**src/rtl/sbinit.sv**
```systemverilog
// SBINIT link-training stage: out-of-reset then DONE req/resp exchange with the partner over the sideband.
// Registered outputs are one cycle after the state decision. TX holds until ack; RX is accepted whenever the stage is active.
package sbinit_pkg;
  typedef logic [7:0] SB_msg_t;
  localparam SB_msg_t SBINIT_OUT_OF_RESET = 8'h91;
  localparam SB_msg_t SBINIT_DONE_REQ     = 8'h95;
  localparam SB_msg_t SBINIT_DONE_RESP    = 8'h9A;
endpackage

module sbinit
  import sbinit_pkg::*;
#(
  parameter int RESEND_CYCLES  = 100000,
  parameter int TIMEOUT_CYCLES = 800000
) (
  input  logic    clk_100MHz,
  input  logic    reset,
  input  logic    enable_i,
  output logic    SBINIT_done_o,
  output logic    SBINIT_timeout_o,
  output SB_msg_t TX_msg_o,
  output logic    TX_msg_valid_o,
  input  logic    TX_msg_valid_ack_i,
  input  SB_msg_t RX_msg_i,
  input  logic    RX_msg_valid_i,
  output logic    RX_msg_req_o,
  output logic    reset_state_timeout_counter_o
);

  localparam logic [2:0] IDLE     = 3'd0;
  localparam logic [2:0] OOR_TX   = 3'd1;
  localparam logic [2:0] OOR_WAIT = 3'd2;
  localparam logic [2:0] REQ_TX   = 3'd3;
  localparam logic [2:0] XCHG     = 3'd4;
  localparam logic [2:0] RESP_TX  = 3'd5;
  localparam logic [2:0] DONE     = 3'd6;
  localparam logic [2:0] ERROR    = 3'd7;

  localparam int TW = $clog2(TIMEOUT_CYCLES + 1);
  localparam int RW = $clog2(RESEND_CYCLES + 1);
  localparam logic [TW-1:0] TO_LAST = TW'(TIMEOUT_CYCLES - 1);
  localparam logic [RW-1:0] RS_LAST = RW'(RESEND_CYCLES - 1);

  logic [2:0]    state, next_state;
  logic [TW-1:0] to_cnt;
  logic [RW-1:0] rs_cnt;
  logic          got_oor, got_req, got_resp, sent_resp;
  logic          tx_vld, state_pulse;
  SB_msg_t       tx_msg, tx_msg_next;
  logic          active, rx_fire, ack, rx_oor, rx_req, rx_resp, tx_next;

  assign active  = (state == OOR_TX) || (state == OOR_WAIT) || (state == REQ_TX) ||
                   (state == XCHG) || (state == RESP_TX);
  assign rx_fire = active && RX_msg_valid_i;
  assign ack     = tx_vld && TX_msg_valid_ack_i;
  assign rx_oor  = rx_fire && (RX_msg_i == SBINIT_OUT_OF_RESET);
  // Req/resp only count once the partner has announced it is out of reset.
  assign rx_req  = rx_fire && got_oor && (RX_msg_i == SBINIT_DONE_REQ);
  assign rx_resp = rx_fire && got_oor && (RX_msg_i == SBINIT_DONE_RESP);

  always_comb begin
    next_state = state;
    if (!enable_i) begin
      next_state = IDLE;
    end else if (active && (to_cnt == TO_LAST)) begin
      next_state = ERROR;
    end else begin
      case (state)
        IDLE:     next_state = OOR_TX;
        OOR_TX:   if (ack) next_state = OOR_WAIT;
        OOR_WAIT: begin
          if (got_oor || rx_oor)      next_state = REQ_TX;
          else if (rs_cnt == RS_LAST) next_state = OOR_TX;
        end
        REQ_TX:   if (ack) next_state = XCHG;
        XCHG: begin
          if (got_req && !sent_resp)      next_state = RESP_TX;
          else if (sent_resp && got_resp) next_state = DONE;
        end
        RESP_TX:  if (ack) next_state = (got_resp || rx_resp) ? DONE : XCHG;
        default:  next_state = state;
      endcase
    end
  end

  always_comb begin
    tx_next     = 1'b1;
    tx_msg_next = '0;
    case (next_state)
      OOR_TX:  tx_msg_next = SBINIT_OUT_OF_RESET;
      REQ_TX:  tx_msg_next = SBINIT_DONE_REQ;
      RESP_TX: tx_msg_next = SBINIT_DONE_RESP;
      default: tx_next = 1'b0;
    endcase
  end

  always_ff @(posedge clk_100MHz) begin
    if (reset) begin
      state       <= IDLE;
      to_cnt      <= '0;
      rs_cnt      <= '0;
      got_oor     <= 1'b0;
      got_req     <= 1'b0;
      got_resp    <= 1'b0;
      sent_resp   <= 1'b0;
      tx_vld      <= 1'b0;
      tx_msg      <= '0;
      state_pulse <= 1'b0;
    end else begin
      state       <= next_state;
      state_pulse <= (next_state != state) && (next_state != IDLE);
      // No TX state ever re-enters itself after an ack, so valid follows the next state.
      tx_vld      <= tx_next;
      tx_msg      <= tx_msg_next;
      if (next_state == IDLE) begin
        to_cnt    <= '0;
        rs_cnt    <= '0;
        got_oor   <= 1'b0;
        got_req   <= 1'b0;
        got_resp  <= 1'b0;
        sent_resp <= 1'b0;
      end else begin
        if (active) to_cnt <= to_cnt + 1'b1;
        rs_cnt <= ((state == OOR_WAIT) && (next_state == OOR_WAIT)) ? rs_cnt + 1'b1 : '0;
        if (rx_oor)  got_oor  <= 1'b1;
        if (rx_req)  got_req  <= 1'b1;
        if (rx_resp) got_resp <= 1'b1;
        if ((state == RESP_TX) && ack) sent_resp <= 1'b1;
      end
    end
  end

  assign SBINIT_done_o                 = (state == DONE);
  assign SBINIT_timeout_o              = (state == ERROR);
  assign TX_msg_o                      = tx_msg;
  assign TX_msg_valid_o                = tx_vld;
  assign RX_msg_req_o                  = active;
  assign reset_state_timeout_counter_o = state_pulse;

endmodule

```
**config.mk**
```make
export PLATFORM = sky130hd
export DESIGN_NAME = sbinit
export DESIGN_NICKNAME = d
export VERILOG_FILES = /design/src/rtl/sbinit.sv
export SDC_FILE = /design/constraint.sdc
export NUM_CORES = 1
export LEC_CHECK = 0
export CAP_MARGIN = 20
export CORE_MARGIN = 2
export CORE_UTILIZATION = 40
export DETAILED_ROUTE_END_ITERATION = 8
export GPL_ROUTABILITY_DRIVEN = 0
export PLACE_DENSITY = 0.58
export SLEW_MARGIN = 20
export SYNTH_ARGS = -nofsm -noshare
export SYNTH_HDL_FRONTEND = slang
export SYNTH_SLANG_ARGS = --single-unit
```
**constraint.sdc**
```tcl
create_clock -name clk_100MHz -period 2.2 [get_ports clk_100MHz]
set_input_delay 0.22 -clock clk_100MHz [delete_from_list [all_inputs] [get_ports clk_100MHz]]
set_output_delay 0.22 -clock clk_100MHz [all_outputs]
set_load 0.03 [all_outputs]
```
==> flow_summary_export.csv <==
group,metric,value,unit
synth,synth_seq_area_share,41.0,%
drt,drtIter0Drc,70,
setup_path,cp_max_fo,5,
finish,drive_above_1_share,15.2,%
drt,top_layer_used,"met4",
clocking,cts_buffers,5,
clocking,htreeDepth,2,
synth,synth.distinct_cells,57,
drt,num_vias,1802,
finish,areaGrowthSynthToFinish,17.1,%
pwr,p_leak,1.01,nW
floorplan,coreArea,5850,um^2
clocking,path_clk_slew,0.10,ns
timing,rsz0062_at_grt,"false",
setup_path,slowest_stage,"dfxtp_1",
drt,wl_per_cell,11.9,um
synth,synth_most_common_cell,"dfxtp_1",
run_status,status,"completed",
synth,netlist_area,2390,um^2
synth,async_reset_ff_share,0,%
clocking,cts_tree,"built",
placement,portBuffers,23,
setup_path,crit_path_max_incr_delay,0.36,ns
setup_path,crit_required,2.41,ns
finish,fin_area,2800,um^2
min_path,hold_class,"register to register",
global_route,track_usage,14.3,%
setup_path,crit_arrival,2.23,ns
floorplan,start_util,40.9,%
finish,diodes,0,
setup_path,cp-endpoint,"TX_msg_o[2]$_SDFF_PP0_",
floorplan,row_count,28,
global_route,antenna_found_initial,0,
timing,whs,0.468,ns
drt,viasPerCell,4.95,
timing,period_minus_slack,2.02,ns
clocking,insertion_delay,0.30,ns
drt,met2_wirelength,1950,um
finish,finish.utilization,47.9,%
drt,drt-met1-wl,2110,um
timing,report.final.slew_viol_count,0,
setup_path,r2r_slack,0.18,ns
pwr,power_density,545,nW/um^2
synth,synthFlopType,"dfxtp_1",
global_route,grt_start_max_net_pins,26,
pwr,ir_worst_vdd,0.000243,V
floorplan,io_pins,26,
timing,tns,0,ns
finish,fillers,570,
setup_path,reg2regPathDepth,7,
drt,wl_met3,195,um
synth,synth_area_leaders,"dfxtp_1 41%, nor2_1 7.1%, xnor2_1 6.6%, xor2_1 5.9%, and3_1 3.9%",
clocking,post_cts_resized,0,
setup_path,critical_path_class,"register to register",
flow_run,maxCapViolations,0,
drt,wl,4330,um
timing,tightestPinTransition,0.568,ns
synth,synthTopCellsByCount,"49 x dfxtp_1, 45 x nor2_1, 18 x xnor2_1",
synth,syn-instance-count,263,
synth,yosysWarnings,0,
timing,hold_viol,0,
drt,dr.pass1.iters,4,
setup_path,reg2reg_to,"TX_msg_o[2]$_SDFF_PP0_",
placement,placed_cell_area,2700,um^2
finish,nets,303,
setup_path,path_cells,"ha_1 -> and3_1 -> and4_4 -> and2_4 -> a311oi_1 -> nor2b_2 -> and3b_1",
clocking,cts_max_path_buffers,2,
timing,relSlewSlack,62.2,%
timing,fin_crit_sh,91.8,%
synth,synth_top_area_share,41.0,%
clocking,ctsHoldBuffers,0,
drt,antenna_left,0,
timing,finClkSkew,0.0121,ns
setup_path,crit-reg2reg-launch,"to_cnt[0]$_SDFFE_PP0N_",
synth,yosysTopAreaCell,"dfxtp_1",
setup_path,startpoint_type,"register",
floorplan,die-area,6610,um^2
timing,setup_viol,0,
floorplan,dieWidth,81.3,um
clocking,postCtsSetupRepairBufs,0,
global_route,grt.overflow.total,0,
synth,synth_seq_cells,49,
timing,fmax,0.495,GHz
floorplan,die_h,81.3,um
placement,dp_hpwl,3200,um
pwr,p_total,0.00153,W
synth,avgSynthCellArea,9.09,um^2
drt,drc,0,
clocking,cts_sinks,49,
global_route,grt_pass1_wl,7210,um
setup_path,end_kind,"register",
clocking,clock-root-buffer,"clkbuf_8",
setup_path,crit_start,"to_cnt[0]$_SDFFE_PP0N_",
synth,synth_edf_count,0,
global_route,grt_pass1_vias,1648,
## stage by stage
stage / instances / worst slack (ns)
2_1_floorplan: 264 / 0.293
3_3_place_gp: 356 / 0.144
3_5_place_dp: 356 / 0.101
4_1_cts: 364 / 0.0151
5_1_grt: 364 / 0.0504
6_report: 364 / 0.180
## kinds of logic (layout without fill, tap and decap cells)
kind of cell | Yosys count | count (layout) | share of synthesized area (%)
AND/OR/NAND/NOR | 137 | 137 | 33.7
flip-flops | 49 | 49 | 41.0
XOR/XNOR | 34 | 34 | 12.5
multiplexers | 1 | 1 | 0.419
other | 1 | 2 | 0.157
AO/OA/AOI/OAI | 22 | 22 | 7.27
adder cells (fa/ha/maj) | 2 | 2 | 1.05
buffers and inverters | 17 | 42 | 3.92
## worst min path at each step
stage                               from                    to  depth (start not counted)
floorplan                    RX_msg_i[0]  got_req$_SDFFE_PP0P_                          2
global placement    rs_cnt[0]$_SDFF_PP0_  rs_cnt[0]$_SDFF_PP0_                          1
detailed placement  rs_cnt[0]$_SDFF_PP0_  rs_cnt[0]$_SDFF_PP0_                          1
CTS                 rs_cnt[0]$_SDFF_PP0_  rs_cnt[0]$_SDFF_PP0_                          1
global route        rs_cnt[0]$_SDFF_PP0_  rs_cnt[0]$_SDFF_PP0_                          1
finish              rs_cnt[0]$_SDFF_PP0_  rs_cnt[0]$_SDFF_PP0_                          1
## layer usage
layer	up-vias	global-route usage, %
li1	943	-
met1	822	17.9
met2	31	23.1
met3	6	3.67
met4	0	6.10
met5	-	0
## final cells by class
cell class / count / area, um^2 / area share, %
inverter: 5 / 18.8 / 0.670
multi-input combinational: 198 / 1330 / 47.4
timing repair buffer: 29 / 288 / 10.3
sequential: 49 / 982 / 35.1
clock buffer: 5 / 68.8 / 2.46
clock inverter: 3 / 21.3 / 0.760
tap: 75 / 93.8 / 3.35
## power by group
group,leakage (nW),internal [W],switching [W]
logic,0.568,0.0000484,0.0000521
clock network,0.0445,0.000226,0.000301
registers,0.396,0.000892,0.00000710
## state kept, by name, indices dropped and copies added, names as in the netlist
register and count:
to_cnt 20, rs_cnt 17, TX_msg_valid_o 1, got_resp 1, TX_msg_o 3, sent_resp 1
reset_state_timeout_counter_o 1, got_oor 1, state 3, got_req 1
## worst max-delay path, delay by kind of cell, from the launching register on
kind                       cells  cell delay [ns]
AOI/OAI and AO/OA              1             0.30
DFF                            1             0.36
adders and majority gates      1             0.25
and+or+nand+nor                5             1.04
## cell usage in the layout, fill, tap and decap left out, drive strengths merged, types with 6 or more instances in the layout
cell type	Yosys	layout
inv	5	6
and3	16	16
nand2	16	16
dfxtp	49	49
buf	10	7
xor2	16	16
a21oi	8	8
xnor2	18	18
clkdlybuf4s50	0	21
nand3	10	10
nand4	10	10
nor2	55	55
(Power assumes the default switching activity.)
